<file path="src/rtl/spi_reg_pkg.sv">
// spi_reg_pkg: shared types, widths and frame builder for the SPI register master
package spi_reg_pkg;

    typedef enum logic [2:0] {IDLE, SETUP, SHIFT0, GAP, SHIFT1, HOLD, DONE} state_t;

    localparam int CMD_WRITE_BIT = 7;
    localparam int ADDR_W        = 6;
    localparam int DATA_W        = 8;
    localparam int FRAME_BITS    = 16;

    // byte0 = {write, 0, addr}; byte1 carries data only for writes
    function automatic logic [FRAME_BITS-1:0] frame(input logic w, input logic [ADDR_W-1:0] a, input logic [DATA_W-1:0] d);
        logic [DATA_W-1:0] b0;
        b0 = '0;
        b0[CMD_WRITE_BIT] = w;
        b0[ADDR_W-1:0] = a;
        return {b0, w ? d : {DATA_W{1'b0}}};
    endfunction

endpackage

</file>
<file path="src/rtl/spi_reg_master_if.sv">
// spi_reg_master_if: request/response handshake between a requester and spi_reg_master
//   req_valid/req_ready/req_write/req_addr/req_wdata : request channel
//   resp_valid/resp_rdata                            : one-cycle response
//   modport master = requester side, modport slave = spi_reg_master side
interface spi_reg_master_if;
    import spi_reg_pkg::*;
    logic              req_valid;
    logic              req_ready;
    logic              req_write;
    logic [ADDR_W-1:0] req_addr;
    logic [DATA_W-1:0] req_wdata;
    logic              resp_valid;
    logic [DATA_W-1:0] resp_rdata;
    modport master(output req_valid, req_write, req_addr, req_wdata, input req_ready, resp_valid, resp_rdata);
    modport slave(input req_valid, req_write, req_addr, req_wdata, output req_ready, resp_valid, resp_rdata);
endinterface

</file>
<file path="src/rtl/spi_clk_gen.sv">
// spi_clk_gen: phase divider producing sclk plus rise/fall strobes and phase-done
//   load/load_val : start a phase lasting load_val clk cycles (takes priority)
//   toggle_en     : when the running phase ends, flip sclk and start a CLK_DIV half-period
//   sclk          : registered SPI clock, idle low
//   rise/fall     : high in the clk cycle whose closing edge flips sclk up/down
//   phase_done    : current phase is in its last cycle
module spi_clk_gen #(
    parameter int CLK_DIV = 4,
    parameter int CW      = 4
) (
    input  logic          clk,
    input  logic          rst_n,
    input  logic          load,
    input  logic [CW-1:0] load_val,
    input  logic          toggle_en,
    output logic          sclk,
    output logic          rise,
    output logic          fall,
    output logic          phase_done
);
    logic [CW-1:0] cnt;
    logic          tick;

    assign phase_done = cnt == '0;
    assign tick       = toggle_en && !load && phase_done;
    assign rise       = tick && !sclk;
    assign fall       = tick && sclk;

    always_ff @(posedge clk or negedge rst_n) begin
        if (!rst_n) begin
            cnt  <= '0;
            sclk <= 1'b0;
        end else if (load) begin
            cnt <= load_val - 1'b1;
        end else if (tick) begin
            cnt  <= CW'(CLK_DIV - 1);
            sclk <= ~sclk;
        end else if (!phase_done) begin
            cnt <= cnt - 1'b1;
        end
    end
endmodule

</file>
<file path="src/rtl/spi_reg_master.sv">
// spi_reg_master: turns a parallel register request into a two-byte SPI mode-0 transaction
//   clk, rst_n        : system clock, asynchronous active-low reset
//   req (slave)       : request in, one-cycle response out with read data
//   busy              : transaction in progress
//   cs_n/sclk/mosi    : SPI outputs, MSB first; miso : SPI input, synchronous to clk
module spi_reg_master
    import spi_reg_pkg::*;
#(
    parameter int CLK_DIV  = 4,
    parameter int BYTE_GAP = 2
) (
    input  logic              clk,
    input  logic              rst_n,
    spi_reg_master_if.slave   req,
    output logic              busy,
    output logic              cs_n,
    output logic              sclk,
    output logic              mosi,
    input  logic              miso
);
    localparam int CW = $clog2(CLK_DIV * BYTE_GAP + 1);

    state_t                  state;
    logic [FRAME_BITS-1:0]   sh;
    logic [DATA_W-1:0]       rx;
    logic                    wr;
    logic [2:0]              bit_cnt;
    logic                    accept, step, byte_end, load, toggle_en, rise, fall, phase_done;
    logic [CW-1:0]           load_val;

    // step marks the end of a bit's low half; the 8th one closes the byte
    assign accept    = req.req_valid && req.req_ready;
    assign step      = (state == SHIFT0 || state == SHIFT1) && phase_done && !sclk;
    assign byte_end  = step && bit_cnt == 3'd7;
    assign load      = accept || byte_end;
    assign load_val  = (state == SHIFT0) ? CW'(BYTE_GAP * CLK_DIV) : CW'(CLK_DIV);
    assign toggle_en = state == SETUP || state == SHIFT0 || state == GAP || state == SHIFT1;

    spi_clk_gen #(.CLK_DIV(CLK_DIV), .CW(CW)) u_clk_gen (
        .clk        (clk),
        .rst_n      (rst_n),
        .load       (load),
        .load_val   (load_val),
        .toggle_en  (toggle_en),
        .sclk       (sclk),
        .rise       (rise),
        .fall       (fall),
        .phase_done (phase_done)
    );

    always_ff @(posedge clk or negedge rst_n) begin
        if (!rst_n) begin
            state          <= IDLE;
            req.req_ready  <= 1'b1;
            req.resp_valid <= 1'b0;
            req.resp_rdata <= '0;
            busy           <= 1'b0;
            cs_n           <= 1'b1;
            mosi           <= 1'b0;
            sh             <= '0;
            rx             <= '0;
            wr             <= 1'b0;
            bit_cnt        <= '0;
        end else begin
            case (state)
                IDLE: if (accept) begin
                    state         <= SETUP;
                    req.req_ready <= 1'b0;
                    busy          <= 1'b1;
                    cs_n          <= 1'b0;
                    wr            <= req.req_write;
                    sh            <= frame(req.req_write, req.req_addr, req.req_wdata);
                    mosi          <= req.req_write;
                end
                SETUP: if (phase_done) state <= SHIFT0;
                SHIFT0, SHIFT1: begin
                    if (fall) begin
                        sh   <= sh << 1;
                        mosi <= sh[FRAME_BITS-2];
                    end
                    if (step) bit_cnt <= bit_cnt + 3'd1;
                    if (byte_end) state <= (state == SHIFT0) ? GAP : HOLD;
                end
                GAP: if (phase_done) state <= SHIFT1;
                HOLD: if (phase_done) begin
                    state          <= DONE;
                    cs_n           <= 1'b1;
                    busy           <= 1'b0;
                    mosi           <= 1'b0;
                    req.resp_valid <= 1'b1;
                    req.resp_rdata <= wr ? '0 : rx;
                end
                DONE: begin
                    state          <= IDLE;
                    req.resp_valid <= 1'b0;
                    req.req_ready  <= 1'b1;
                end
                default: state <= IDLE;
            endcase
            // the first byte1 rise happens at the end of GAP
            if (rise && (state == GAP || state == SHIFT1)) rx <= {rx[DATA_W-2:0], miso};
        end
    end
endmodule

</file>
<file path="src/flat_wrapper.sv">
// flat-port wrapper written by rule: the top's interface ports become plain ports
module spi_reg_master_flat import spi_reg_pkg::*;
#(
    parameter int CLK_DIV  = 4,
    parameter int BYTE_GAP = 2
)
  (clk, rst_n, busy, cs_n, sclk, mosi, miso, req_req_valid, req_req_write, req_req_addr, req_req_wdata, req_req_ready, req_resp_valid, req_resp_rdata);
  spi_reg_master_if req_i ();
  input  logic clk;
  input  logic rst_n;
  output logic busy;
  output logic cs_n;
  output logic sclk;
  output logic mosi;
  input  logic miso;
  input wire logic [$bits(req_i.req_valid)-1:0] req_req_valid;
  input wire logic [$bits(req_i.req_write)-1:0] req_req_write;
  input wire logic [$bits(req_i.req_addr)-1:0] req_req_addr;
  input wire logic [$bits(req_i.req_wdata)-1:0] req_req_wdata;
  output wire logic [$bits(req_i.req_ready)-1:0] req_req_ready;
  output wire logic [$bits(req_i.resp_valid)-1:0] req_resp_valid;
  output wire logic [$bits(req_i.resp_rdata)-1:0] req_resp_rdata;
  assign req_i.req_valid = req_req_valid;
  assign req_i.req_write = req_req_write;
  assign req_i.req_addr = req_req_addr;
  assign req_i.req_wdata = req_req_wdata;
  assign req_req_ready = req_i.req_ready;
  assign req_resp_valid = req_i.resp_valid;
  assign req_resp_rdata = req_i.resp_rdata;
  spi_reg_master #(.CLK_DIV(CLK_DIV), .BYTE_GAP(BYTE_GAP)) u_core (.clk(clk), .rst_n(rst_n), .req(req_i), .busy(busy), .cs_n(cs_n), .sclk(sclk), .mosi(mosi), .miso(miso));
endmodule
</file>
<file path="config.mk">
export PLATFORM = sky130hd
export DESIGN_NAME = spi_reg_master_flat
export DESIGN_NICKNAME = d
export VERILOG_FILES = /design/src/rtl/spi_reg_pkg.sv /design/src/rtl/spi_reg_master_if.sv /design/src/rtl/spi_clk_gen.sv /design/src/rtl/spi_reg_master.sv /design/src/flat_wrapper.sv
export SDC_FILE = /design/constraint.sdc
export NUM_CORES = 1
export LEC_CHECK = 0
export CAP_MARGIN = 20
export CORE_MARGIN = 3
export CORE_UTILIZATION = 45
export DETAILED_ROUTE_END_ITERATION = 8
export DONT_BUFFER_PORTS = 1
export PLACE_DENSITY = 0.6
export SYNTH_ARGS = -nofsm -noshare
export SYNTH_HDL_FRONTEND = slang
export SYNTH_SLANG_ARGS = --single-unit
</file>
<file path="constraint.sdc">
create_clock -name clk -period 6 [get_ports clk]
set_clock_uncertainty 0.15 [all_clocks]
set_input_delay 0.3 -clock clk [delete_from_list [all_inputs] [get_ports clk]]
set_output_delay 0.3 -clock clk [all_outputs]
set_load 0.01 [all_outputs]
</file>
# Word-level counts from Yosys, hierarchy flattened
# Cells that the tools add are included.
dict set report op_classes {
  bitwise_logic 2
  add_sub_neg 3
  n_eq_ne 14
  muxes 27
  n_reduce_logical 35
}
# cell count
set op_table {}
lappend op_table {{15-bit two-way mux} 2}
lappend op_table {{15-bit case mux with 2 select lines} 1}
lappend op_table {{3-bit two-way mux} 6}
lappend op_table {{4-bit two-way mux} 4}
lappend op_table {{8-bit two-way mux} 2}
lappend op_table {{3-bit case mux with 5 select lines} 1}
lappend op_table {{3-bit == test (second input constant)} 4}
lappend op_table {{2-bit by 1-bit != test with 1-bit output (second input constant)} 6}
lappend op_table {{2-bit AND reduction} 6}
lappend op_table {{1-bit logical AND} 9}
lappend op_table {{1-bit case mux with 2 select lines} 4}
lappend op_table {{2-bit nonzero test} 4}
lappend op_table {{4-bit by 1-bit subtractor with 4-bit output (second input constant)} 2}
lappend op_table {{3-bit by 2-bit == test with 1-bit output (second input constant)} 2}
lappend op_table {{1-bit logical OR} 6}
lappend op_table {{1-bit two-way mux} 6}
lappend op_table {{3-bit AND reduction} 2}
lappend op_table {{5-bit AND reduction} 1}
lappend op_table {{4-bit zero test} 1}
lappend op_table {{4-bit AND reduction} 1}
lappend op_table {{3-bit by 1-bit adder with 3-bit output (second input constant)} 1}
lappend op_table {{3-bit by 1-bit == test with 1-bit output (second input constant)} 1}
lappend op_table {{3-bit zero test} 1}
lappend op_table {{3-bit != test (second input constant)} 1}
lappend op_table {{5 further kinds} 7}
dict set report totals {
  in_bits 19
  regBits 48
}

# Longest topological paths before layout
# Gate-level depths: netlist (run 1).
dict set report logic_depth {
  depth_word 12
  mapped_depth 7
  ltp_nobuf 6
}

# Modules after synthesis
# From an unflattened synthesis (run 1), not the netlist that was laid out.
dict set report unflattened {
  hier_cells 240
  hier_area_um2 2404.8
}
# module instances area_per_inst_um2 cells_per_inst
set by_module_without_submodules {}
lappend by_module_without_submodules {spi_reg_master 1 2064.5 206}
lappend by_module_without_submodules {spi_clk_gen 1 340.3 34}

# Worst setup path before layout (run 1)
# No wires, ideal clock.
dict set report synth_path {
  kind {register -> register}
  from {register u_core.u_clk_gen.cnt[0]}
  to {register u_core.bit_cnt[1]}
  stages_incl_launch_ff 7
  arrival_time_ns 1.785
  slack_ns 3.941
  t_required_ns 5.725
  setup_ns 0.125
  synth_period_minus_slack_ns 2.059
  path_cell_list {dfrtp_1 inv_1 ha_1 or3b_2 nor2_1 and2_2 mux2_2}
}
dict set report synth_via {
  elab_chain_len 4
}
# element line_no
set synth_rtl {}
lappend synth_rtl {{from (decl)} spi_clk_gen.sv:21} ;# logic [CW-1:0] cnt;
lappend synth_rtl {{from (signal assigned)} spi_clk_gen.sv:34} ;# cnt <= load_val - 1'b1;
lappend synth_rtl {{from (signal assigned)} spi_clk_gen.sv:36} ;# cnt <= CW'(CLK_DIV - 1);
lappend synth_rtl {{from (signal assigned)} spi_clk_gen.sv:39} ;# cnt <= cnt - 1'b1;
lappend synth_rtl {{4-bit zero test} spi_clk_gen.sv:24} ;# assign phase_done = cnt == '0;
lappend synth_rtl {{1-bit logical AND (2 in series)} spi_reg_master.sv:33} ;# assign step = (state == SHIFT0 || state == SHIFT1) && phase_done && !sclk;
lappend synth_rtl {{2-bit AND reduction (no source line)} -}
lappend synth_rtl {{to (signal assigned)} spi_reg_master.sv:81} ;# if (step) bit_cnt <= bit_cnt + 3'd1;
lappend synth_rtl {{to (decl)} spi_reg_master.sv:27} ;# logic [2:0] bit_cnt;
# Every way passes these cells.
# A chain may end at the register's enable or synchronous reset.

# Worst setup path in the final report (run 1)
dict set report layout_path {
  from {register u_core.state[1]}
  to {register u_core.sh[7]}
}
dict set report layout_via {
  elab_chain_len 12
}
# element line_no
set layout_rtl {}
lappend layout_rtl {{from (decl)} spi_reg_master.sv:23} ;# state_t state;
lappend layout_rtl {{from (signal assigned)} spi_reg_master.sv:82} ;# if (byte_end) state <= (state == SHIFT0) ? GAP : HOLD;
lappend layout_rtl {{3-bit by 2-bit == test with 1-bit output or 3-bit == test (tied branches)} {spi_reg_master.sv:33, spi_reg_master.sv:37, spi_reg_master.sv:65}}
lappend layout_rtl {{1-bit logical OR} spi_reg_master.sv:33}
lappend layout_rtl {{1-bit logical AND (2 in series)} spi_reg_master.sv:33}
lappend layout_rtl {{1-bit logical AND} spi_reg_master.sv:34} ;# assign byte_end = step && bit_cnt == 3'd7;
lappend layout_rtl {{1-bit logical OR} spi_reg_master.sv:35} ;# assign load = accept || byte_end;
lappend layout_rtl {{1-bit zero test} spi_clk_gen.sv:25} ;# assign tick = toggle_en && !load && phase_done;
lappend layout_rtl {{1-bit logical AND (2 in series)} spi_clk_gen.sv:25}
lappend layout_rtl {{1-bit logical AND} spi_clk_gen.sv:27} ;# assign fall = tick && sclk;
lappend layout_rtl {{2-bit by 1-bit != test with 1-bit output (no source line)} -}
lappend layout_rtl {{3-bit AND reduction (no source line)} -}
lappend layout_rtl {{to (signal assigned)} spi_reg_master.sv:72} ;# sh <= frame(req.req_write, req.req_addr, req.req_wdata);
lappend layout_rtl {{to (signal assigned)} spi_reg_master.sv:78} ;# sh <= sh << 1;
lappend layout_rtl {{to (decl)} spi_reg_master.sv:24} ;# logic [FRAME_BITS-1:0] sh;
# Parallel ways exist; a longest one is shown, timed or not.

==> out/qor.yml, run 1 <==
outcome:
  outcome: "completed"
floorplan:
  die_x_um: 79.6
  std_cell_rows: 26
  start_util_pct: 47.1
  core-area_mm2: 0.00517
  die_area_mm2: 0.00634
  io_pins: 33
  fp.dieH_um: 79.6
power:
  power_density_mw_per_mm2: 205
  clockPowerShare_pct: 37.2
  p_int_w: 0.000424
  switching_share_pct: 21.3
  combPwrFrac_pct: 2.9
  p_leak_nw: 1.17
  ir_drop_mv: 0.113
  seq_power_share_pct: 60.0
  power.switching_w: 0.000115
sta:
  relSlewSlack_pct: 57.9
  final.min_clock_period_ns: 2.36
  fmax_mhz: 424
  worst_pin_slew_ns: 0.630
  fin_crit_sh_pct: 39.3
  hold_viol_final: 0
  grt_setup_unrepaired: "false"
  setup_ws_ns: 3.64
  maxSlewViolCount: 0
  setup_tns_ns: 0
  setup_viol: 0
logic_synthesis:
  synth.top_cell.area_share_pct: 47.2
  synthMuxAreaShare_pct: 19.5
  synth_xor_area_share_pct: 1.08
  ys_types: 47
  synth_compound_area_share_pct: 9.13
  ys_async_sr_fraction_pct: 100
  synth_top_cell_by_area: "dfrtp_1"
  synth_adder_area_share_pct: 2.05
  syn_area_mm2: 0.00244
  yosys.area_share.simple_pct: 14.9
  ys_seq_area_share_pct: 49.4
  syn_inst: 210
  syn_nets: 233
  synth_top_family_by_area: "multiplexers"
  synth.top_cells.by_area: "dfrtp_1, mux2_2, mux2i_1"
  syn_avg_cell_area_um2: 11.6
  synthTopCellsByCount: "dfrtp_1, mux2_2, nand2_1"
  synthFlopType: "dfrtp_1"
  synth-seq-cells: 48
  synth-edff-count: 0
  yosysMostFrequentCell: "dfrtp_1"
  ys_warn_count: 0
setup_path:
  arrival_ns: 2.39
  slowest_stage: "dfrtp_1"
  worst_setup_path_start_kind: "register"
  critPathCaptureType: "register"
  cp_max_fo: 15
  critPathMaxStageDelay_ns: 0.63
  cp.required_ns: 6.03
  critical_path.cell_chain: "nor2b_1, o211ai_2, a21oi_4, mux2_2"
  worstSetupPathType: "register to register"
detailed_routing:
  route.detailed.drc: 0
  wl_per_cell_um: 14.6
  firstDrtPassIters: 4
  drtIter0Drc: 68
  vias: 1520
  ant_nets: 0
  via_per_inst: 5.33
  wirelength_um: 4170
clock_tree:
  cts-resized-gates: 0
  clockBufferDepth: 2
  cts_max_level: 2
  postCtsHoldBufs: 4
  cts_tree: "built"
  cts.clk_slew.worst_paths_ns: 0.09
  cts_setup_buffers: 0
  insertion_delay_ns: 0.29
  cts-buffers-inserted: 5
  cts_root_buffer: "clkbuf_8"
  cts.sinks: 48
global_routing:
  grt_max_degree: 49
  first_global_vias: 1616
  grt_pass1_wl_um: 7490
  grt_usage_pct: 14.8
  antenna_found_initial: 0
  gr-total-overflow: 0
placed_design:
  hpwlAfterDp_um: 3040
  port_buffers: 0
  dpl_cell_area_mm2: 0.00247
  routabilityCongestion: 0.835
  dp_slack_ns: 3.67
cells_and_area:
  fin_area_mm2: 0.00262
  nets: 237
  drive_above_1_share_pct: 23.7
  area_growth_pct: 7.59
  antennaDiodeCount: 0
hold_path:
  hold_path_class: "input port to register"
job:
  maxCapViolCount: 0
## layout make-up
cell class / instances / area, µm²
Multi-Input combinational cell: 144 / 1140
Fill cell: 453 / 2550
Clock inverter: 2 / 13.8
Sequential cell: 48 / 1200
Tap cell: 70 / 87.6
Inverter: 11 / 41.3
Timing Repair Buffer: 4 / 57.6
Clock buffer: 6 / 82.6
## metal layers
layer	global-route usage [%]	up-vias	part of all wire [%]
li1	-	741	-
met1	19.1	746	46
met2	23.7	27	47
met3	4.97	6	5.2
met4	4.47	0	1.2
met5	0	-	0
## flip-flops by register name, indices dropped and copies added, names as in the netlist, 3 cells and up
| register | count |
|---|---|
| u_core.rx | 8 |
| u_core.sh | 15 |
| u_core.u_clk_gen.cnt | 4 |
| u_core.state | 3 |
| u_core.req.resp_rdata | 8 |
| u_core.bit_cnt | 3 |
## power by group through the flow
stage               registers, W  clock network (W)    logic, W
floorplan               0.000330                  0  0.00000581
global placement        0.000330                  0  0.00000552
detailed placement      0.000330                  0  0.00000579
CTS                     0.000323           0.000210   0.0000164
global route            0.000323           0.000222   0.0000178
finish                  0.000323           0.000200   0.0000154
## logic make-up after synthesis
logic type,count (synthesis)
xor gates and xnor gates,3
adders and majority gates,4
muxes,42
DFF,48
AOI/OAI and AO/OA,32
buffers and inverters,18
and+or+nand+nor,63
## worst max-delay path: cells and delay by family (launching register included)
kind,cells,cell delay [ns]
AO/OA/AOI/OAI,2,0.70
flip-flops,1,0.63
multiplexers,1,0.41
AND/OR/NAND/NOR,1,0.35
## placed cells by master (no fill, tap or decap), types with 2 or more instances in the layout
cell	instances
a221oi_1	2
nand2b_1	9
nand3_1	3
mux2i_1	13
dfrtp_1	46
a21oi_1	5
xor2_1	2
nor2_1	7
dfstp_2	2
nor2b_1	3
nor3_1	2
and2_1	3
inv_1	11
mux2_2	24
mux2_4	5
dlygate4sd3_1	3
ha_1	4
clkbuf_8	6
nand2_1	23
o21ai_0	12
o211ai_1	2
a21oi_4	2
a21boi_0	2
## stage by stage
stage | std cells | util [%] | hold WS (ns) | power (W)
2_1_floorplan | 210 | - | -0.146 | 0.000336
3_3_place_gp | 273 | 47.8 | -0.144 | 0.000335
3_5_place_dp | 273 | 47.8 | -0.144 | 0.000335
4_1_cts | 285 | 50.7 | 0.0108 | 0.000550
5_1_grt | 285 | 50.7 | 0.00944 | 0.000563
6_report | 285 | 50.7 | 0.0230 | 0.000539
## worst paths after layout
check / startpoint / end / slack [ns] / cells after the start
max: u_core.state[1]$_DFFE_PN0P_ / u_core.sh[7]$_DFFE_PN0P_ / 3.64 / 4
min: req_req_wdata[0] / u_core.sh[0]$_DFFE_PN0P_ / 0.02 / 2
max reg2reg: u_core.state[1]$_DFFE_PN0P_ / u_core.sh[7]$_DFFE_PN0P_ / 3.64 / 4
min reg2reg: u_core.bit_cnt[0]$_DFFE_PN0P_ / u_core.bit_cnt[0]$_DFFE_PN0P_ / 0.33 / 1
max in group asynchronous: rst_n / u_core.req.req_ready$_DFFE_PN1P_ / 5.08 / 2
min in group asynchronous: rst_n / u_core.u_clk_gen.cnt[2]$_DFFE_PN0P_ / 0.35 / 2
Power figures use the tool's default switching activity.
==> run 2: changes to the inputs <==
PLACE_DENSITY = 0.62   (was 0.6)
clock period = 2 ns   (was 6 ns; I/O delays follow)
==> out/qor.yml, run 2 (synthesis gave the netlist of run 1 again) <==
setup_path:
  worst_setup_path_start_kind: "register"
  cp_num_buf_inv: 2  # +2
  worstSetupPathType: "register to register"
  arrival_ns: 2.01  # -0.38 ns
  cpLargestDelayFamily: "flip-flops"
  critical_path.cell_chain: "inv_2, ha_4, and4bb_2, o211ai_2, a21oi_4, clkbuf_16, mux2_4"
  cp.required_ns: 2.05  # -3.98 ns
  cp_max_fo: 7  # -8
  critPathMaxStageDelay_ns: 0.41  # -0.22 ns
  critPathCaptureType: "register"
  slowest_stage: "dfrtp_1"
cells_and_area:
  antennaDiodeCount: 0  # unchanged
  regMostFlops: "u_core.sh"
  seq_area_mm2: 0.00120  # unchanged
  postLayoutCoreUtil_pct: 60.1  # +9.4 points
  final_cell_mix: "dfrtp_1, buf_4, nand2_1, mux2_2, dlygate4sd3_1"
  area_growth_pct: 27.6
  nets: 278  # +17%
  reg_top3: "u_core.sh: 15 flops, u_core.req.resp_rdata: 8 flops, u_core.rx: 8 flops"
  fin_cells: 326  # +14%
  largest_reg_flops: 15  # unchanged
  multi_input_area_mm2: 0.00118  # +4.2%
  final_common_cell: "dfrtp_1"
  drive_above_1_share_pct: 32.4  # +8.7 points
  fill_cells: 411  # -9.3%
placed_design:
  port_buffers: 0  # unchanged
  place_inst: 294  # +7.7%
  routabilityCongestion: 0.846  # +1.3%
  hpwlAfterDp_um: 3130  # +3.3%
clock_tree:
  cts.sinks: 48  # unchanged
  clockBufferDepth: 2  # unchanged
  cts_max_level: 2  # unchanged
  cts-buffers-inserted: 5  # unchanged
  cts.clk_slew.worst_paths_ns: 0.09  # about the same
  cts_root_buffer: "clkbuf_8"
  insertion_delay_ns: 0.31  # +0.02 ns
  cts_tree: "built"
sta:
  maxSlewViolCount: 0  # unchanged
  relSlewSlack_pct: 75.1  # +17 points
  final.min_clock_period_ns: 1.97  # -0.391 ns
  grt_setup_unrepaired: "true"
  fmax_mhz: 509  # +20%
  setup_viol: 0  # unchanged
  hold_viol_final: 0  # unchanged
  fin_crit_sh_pct: 98.3  # +59 points
  worst_pin_slew_ns: 0.365  # -0.265 ns
floorplan:
  fp.dieH_um: 79.6  # unchanged
  std_cell_rows: 26  # unchanged
  io_pins: 33  # unchanged
  start_util_pct: 47.1  # unchanged
  die_x_um: 79.6  # unchanged
  core-area_mm2: 0.00517  # unchanged
  die_area_mm2: 0.00634  # unchanged
detailed_routing:
  ant_nets: 0  # unchanged
  drtIter0Drc: 106  # +56%
  wl_per_cell_um: 15.0  # +2.6%
  firstDrtPassIters: 4  # unchanged
  route.detailed.drc: 0  # unchanged
  via_per_inst: 5.10  # -4.5%
  vias: 1661  # +9.3%
  wirelength_um: 4900  # +17%
outcome:
  outcome: "completed"
hold_path:
  hold_path_class: "input port to register"
power:
  power_w: 0.00190  # +250%
  p_leak_nw: 1.41  # +20%
  ir_drop_mv: 0.389  # +240%
  power_density_mw_per_mm2: 611  # +200%
global_routing:
  grt_pass1_wl_um: 8100  # +8.2%
  grt_max_degree: 49  # unchanged
  antenna_found_initial: 0  # unchanged
  gr-total-overflow: 0  # unchanged
  grt_usage_pct: 16.4  # +1.6 points
  first_global_vias: 1735  # +7.4%
job:
  maxCapViolCount: 0  # unchanged
[run 2: cell types whose count changed in the layout (fill, tap and decap cells not counted), sizes merged]
cell / before / now
buf: 1 / 27
bufinv: 0 / 2
clkinv: 1 / 0
dlygate4sd3: 3 / 17
[run 2: final timing paths]
check / depth (start not counted) / start / slack, ns / endpoint
worst max-delay path: 7 / u_core.u_clk_gen.cnt[1]$_DFFE_PN0P_ / 0.03 / u_core.sh[13]$_DFFE_PN0P_
worst min-delay path: 3 / req_req_write / 0.001 / u_core.mosi$_DFFE_PN0P_
worst max register to register: 7 / u_core.u_clk_gen.cnt[1]$_DFFE_PN0P_ / 0.03 / u_core.sh[13]$_DFFE_PN0P_
worst min register to register: 1 / u_core.bit_cnt[0]$_DFFE_PN0P_ / 0.34 / u_core.bit_cnt[0]$_DFFE_PN0P_
max in group asynchronous: 2 / rst_n / 1.30 / u_core.req.req_ready$_DFFE_PN1P_
min in group asynchronous: 2 / rst_n / 0.14 / u_core.req.resp_rdata[0]$_DFFE_PN0P_
[run 2: repair_timing]
action / in CTS / in global routing
hold buffers: 18 / 0
cloned: 0 / 1
resized for setup: 1 / 12
setup endpoints to repair: 4 / 24
pin swaps: 0 / 4
endpoints found under the hold margin: 72 / 0
buffers inserted: 2 / 3
[run 2: final cells by class]
| class | count | share of cell area (%) |
|---|---|---|
| Timing Repair Buffer | 45 | 14.6 |
| Inverter | 11 | 1.33 |
| Tap cell | 70 | 2.82 |
| Clock buffer | 5 | 2.21 |
| Multi-Input combinational cell | 144 | 38.1 |
| Sequential cell | 48 | 38.7 |
| Clock inverter | 3 | 2.21 |
[run 2: power breakdown]
group | total, W | internal (W) | switching [W]
logic | 0.0000733 | 0.0000388 | 0.0000345
clock network | 0.000858 | 0.000504 | 0.000354
registers | 0.000970 | 0.000970 | 0
[run 2: worst min-delay path, stage by stage]
cell	delay [ns]
mux2i_1	0.04
a21oi_1	0.13
mux2_2	0.15
[run 2: through the flow]
stage	hold slack (ns)	cell area, µm²	worst slack (ns)	setup TNS (ns)
floorplan	-0.346	2440	0.0110	0
global placement	-0.343	2670	0.0142	0
detailed placement	-0.344	2670	0.0110	0
CTS	0.000221	3020	0.00633	0
global route	0.0208	3110	-0.0435	-0.333
finish	0.00123	3110	0.0338	0
[run 2: per-layer routing]
layer	vias to the layer above	GRT usage [%]	part of all wire, %
met5	-	0	0
met4	0	5.15	1.4
met3	7	4.51	5.4
met2	41	26.8	49
met1	792	21.1	45
li1	821	-	-
==> run 3: changes to the inputs <==
PLACE_DENSITY = 0.64   (was 0.62)
==> out/qor.yml, run 3 (synthesis gave the netlist of run 1 again) <==
floorplan:
  core-area_mm2: 0.00517  # unchanged
  start_util_pct: 47.1  # unchanged
  std_cell_rows: 26  # unchanged
  io_pins: 33  # unchanged
  die_x_um: 79.6  # unchanged
  die_area_mm2: 0.00634  # unchanged
  fp.dieH_um: 79.6  # unchanged
detailed_routing:
  ant_nets: 0  # unchanged
  wirelength_um: 4830  # -1.3%
  route.detailed.drc: 0  # unchanged
  vias: 1646  # -0.90%
  via_per_inst: 5.02  # -1.5%
  wl_per_cell_um: 14.7  # -1.9%
  drtIter0Drc: 79  # -25%
  firstDrtPassIters: 4  # unchanged
power:
  power_density_mw_per_mm2: 563  # -7.8%
  p_leak_nw: 1.41  # -0.43%
  ir_drop_mv: 0.279  # -28%
  power_w: 0.00175  # -8.1%
global_routing:
  grt_pass1_wl_um: 8270  # +2.0%
  grt_max_degree: 49  # unchanged
  grt_usage_pct: 16.6  # +0.19 points
  first_global_vias: 1774  # +2.2%
  antenna_found_initial: 0  # unchanged
  gr-total-overflow: 0  # unchanged
cells_and_area:
  regMostFlops: "u_core.sh"
  antennaDiodeCount: 0  # unchanged
  fill_cells: 445  # +8.3%
  drive_above_1_share_pct: 32.2  # -0.25 points
  fin_area_mm2: 0.00310  # -0.28%
  final_common_cell: "dfrtp_1"
  final_cell_mix: "dfrtp_1, nand2_1, buf_4, mux2_2, dlygate4sd3_1"
  multi_input_area_mm2: 0.00117  # -0.95%
  seq_area_mm2: 0.00120  # unchanged
  fin_cells: 328  # +0.61%
  nets: 280  # +0.72%
  reg_top3: "u_core.sh: 15 flops, u_core.req.resp_rdata: 8 flops, u_core.rx: 8 flops"
  area_growth_pct: 27.2
  largest_reg_flops: 15  # unchanged
sta:
  hold_ws_ns: -0.00294  # -0.00417 ns
  setup_viol: 0  # unchanged
  final.min_clock_period_ns: 1.97  # +0.00731 ns
  fmax_mhz: 507  # -0.37%
  grt_setup_unrepaired: "true"
  maxSlewViolCount: 0  # unchanged
  worst_pin_slew_ns: 0.421  # +0.0565 ns
  relSlewSlack_pct: 71.2  # -3.9 points
  setup_ws_ns: 0.0265  # -0.00731 ns
  fin_crit_sh_pct: 98.7  # +0.37 points
  hold_viol_final: 1  # +1
clock_tree:
  insertion_delay_ns: 0.29  # -0.02 ns
  cts_tree: "built"
  cts_root_buffer: "clkbuf_8"
  cts_max_level: 2  # unchanged
  clockBufferDepth: 2  # unchanged
  cts.clk_slew.worst_paths_ns: 0.09  # about the same
  cts.sinks: 48  # unchanged
  cts-buffers-inserted: 5  # unchanged
setup_path:
  critical_path.cell_chain: "inv_2, ha_4, and4bb_2, o211ai_2, a21oi_4, clkbuf_16, mux2_4"
  cpLargestDelayFamily: "flip-flops"
  cp_num_buf_inv: 2  # unchanged
  cp.required_ns: 2.04  # about the same
  critPathCaptureType: "register"
  rrSetupSlack_ns: 0.03  # about the same
  cp_max_fo: 7  # unchanged
  worstSetupPathType: "register to register"
  critPathMaxStageDelay_ns: 0.41  # about the same
  arrival_ns: 2.01  # about the same
  worst_setup_path_start_kind: "register"
  slowest_stage: "dfrtp_1"
placed_design:
  dp_slack_ns: -0.000724  # -0.0117 ns
  hpwlAfterDp_um: 3140  # +0.14%
  dpl_cell_area_mm2: 0.00266  # -0.28%
  port_buffers: 0  # unchanged
  place_inst: 293  # -0.34%
  routabilityCongestion: 0.785  # -7.2%
hold_path:
  hold_path_class: "input port to register"
outcome:
  violations: "hold timing"
  outcome: "finished with violations"
job:
  maxCapViolCount: 0  # unchanged
## run 3: final timing paths
path,startpoint,endpoint,cells past startpoint
min in group asynchronous,rst_n,u_core.req.resp_rdata[0]$_DFFE_PN0P_,2
max in group asynchronous,rst_n,u_core.req.req_ready$_DFFE_PN1P_,2
hold reg to reg,u_core.cs_n$_DFFE_PN1P_,u_core.cs_n$_DFFE_PN1P_,2
setup reg to reg,u_core.u_clk_gen.cnt[0]$_DFFE_PN0P_,u_core.sh[12]$_DFFE_PN0P_,7
hold / removal,req_req_write,u_core.mosi$_DFFE_PN0P_,3
setup / recovery,u_core.u_clk_gen.cnt[0]$_DFFE_PN0P_,u_core.sh[12]$_DFFE_PN0P_,7
## run 3: area by class of cell
cell class | instances | share of cell area, %
Clock buffer | 5 | 2.22
Clock inverter | 3 | 1.49
Inverter | 11 | 1.33
Multi-Input combinational cell | 144 | 37.8
Sequential cell | 48 | 38.8
Tap cell | 70 | 2.82
Timing Repair Buffer | 47 | 15.5
## run 3: worst min-delay path, cell delays in order
cell      delay, ns
a221oi_1       0.06
a21oi_1        0.11
mux2_2         0.15
## run 3: through the flow
step	TNS (ns)	utilization (%)
after detailed placement	-0.000724	51.5
after floorplan	0	-
after global routing	-0.450	60.0
final	0	60.0
after global placement	0	51.5
after CTS	0	59.2
## run 3: where the power goes
group	switching [W]	total, W	internal (W)	leakage (nW)
Clock	0.000327	0.000703	0.000377	0.0548
Sequential	0	0.000970	0.000970	0.638
Combinational	0.0000339	0.0000740	0.0000400	0.713
Total	0.000361	0.00175	0.00139	1.41
## run 3: per-layer routing
layer	vias to the layer above	GRT usage, %	share of wire [%]
li1	817	-	-
met1	789	19.5	42
met2	35	29.9	52
met3	5	3.72	4.3
met4	0	5.15	1.2
met5	-	0	0
## run 3: timing repair
item / in CTS / in global routing
pin swaps: 2 / 3
gates resized for setup: 5 / 8
hold buffers: 19 / 0
buffers inserted: 5 / 2
gates cloned: 1 / 0
setup endpoints to repair: 11 / 22
endpoints found under the hold margin: 70 / 0
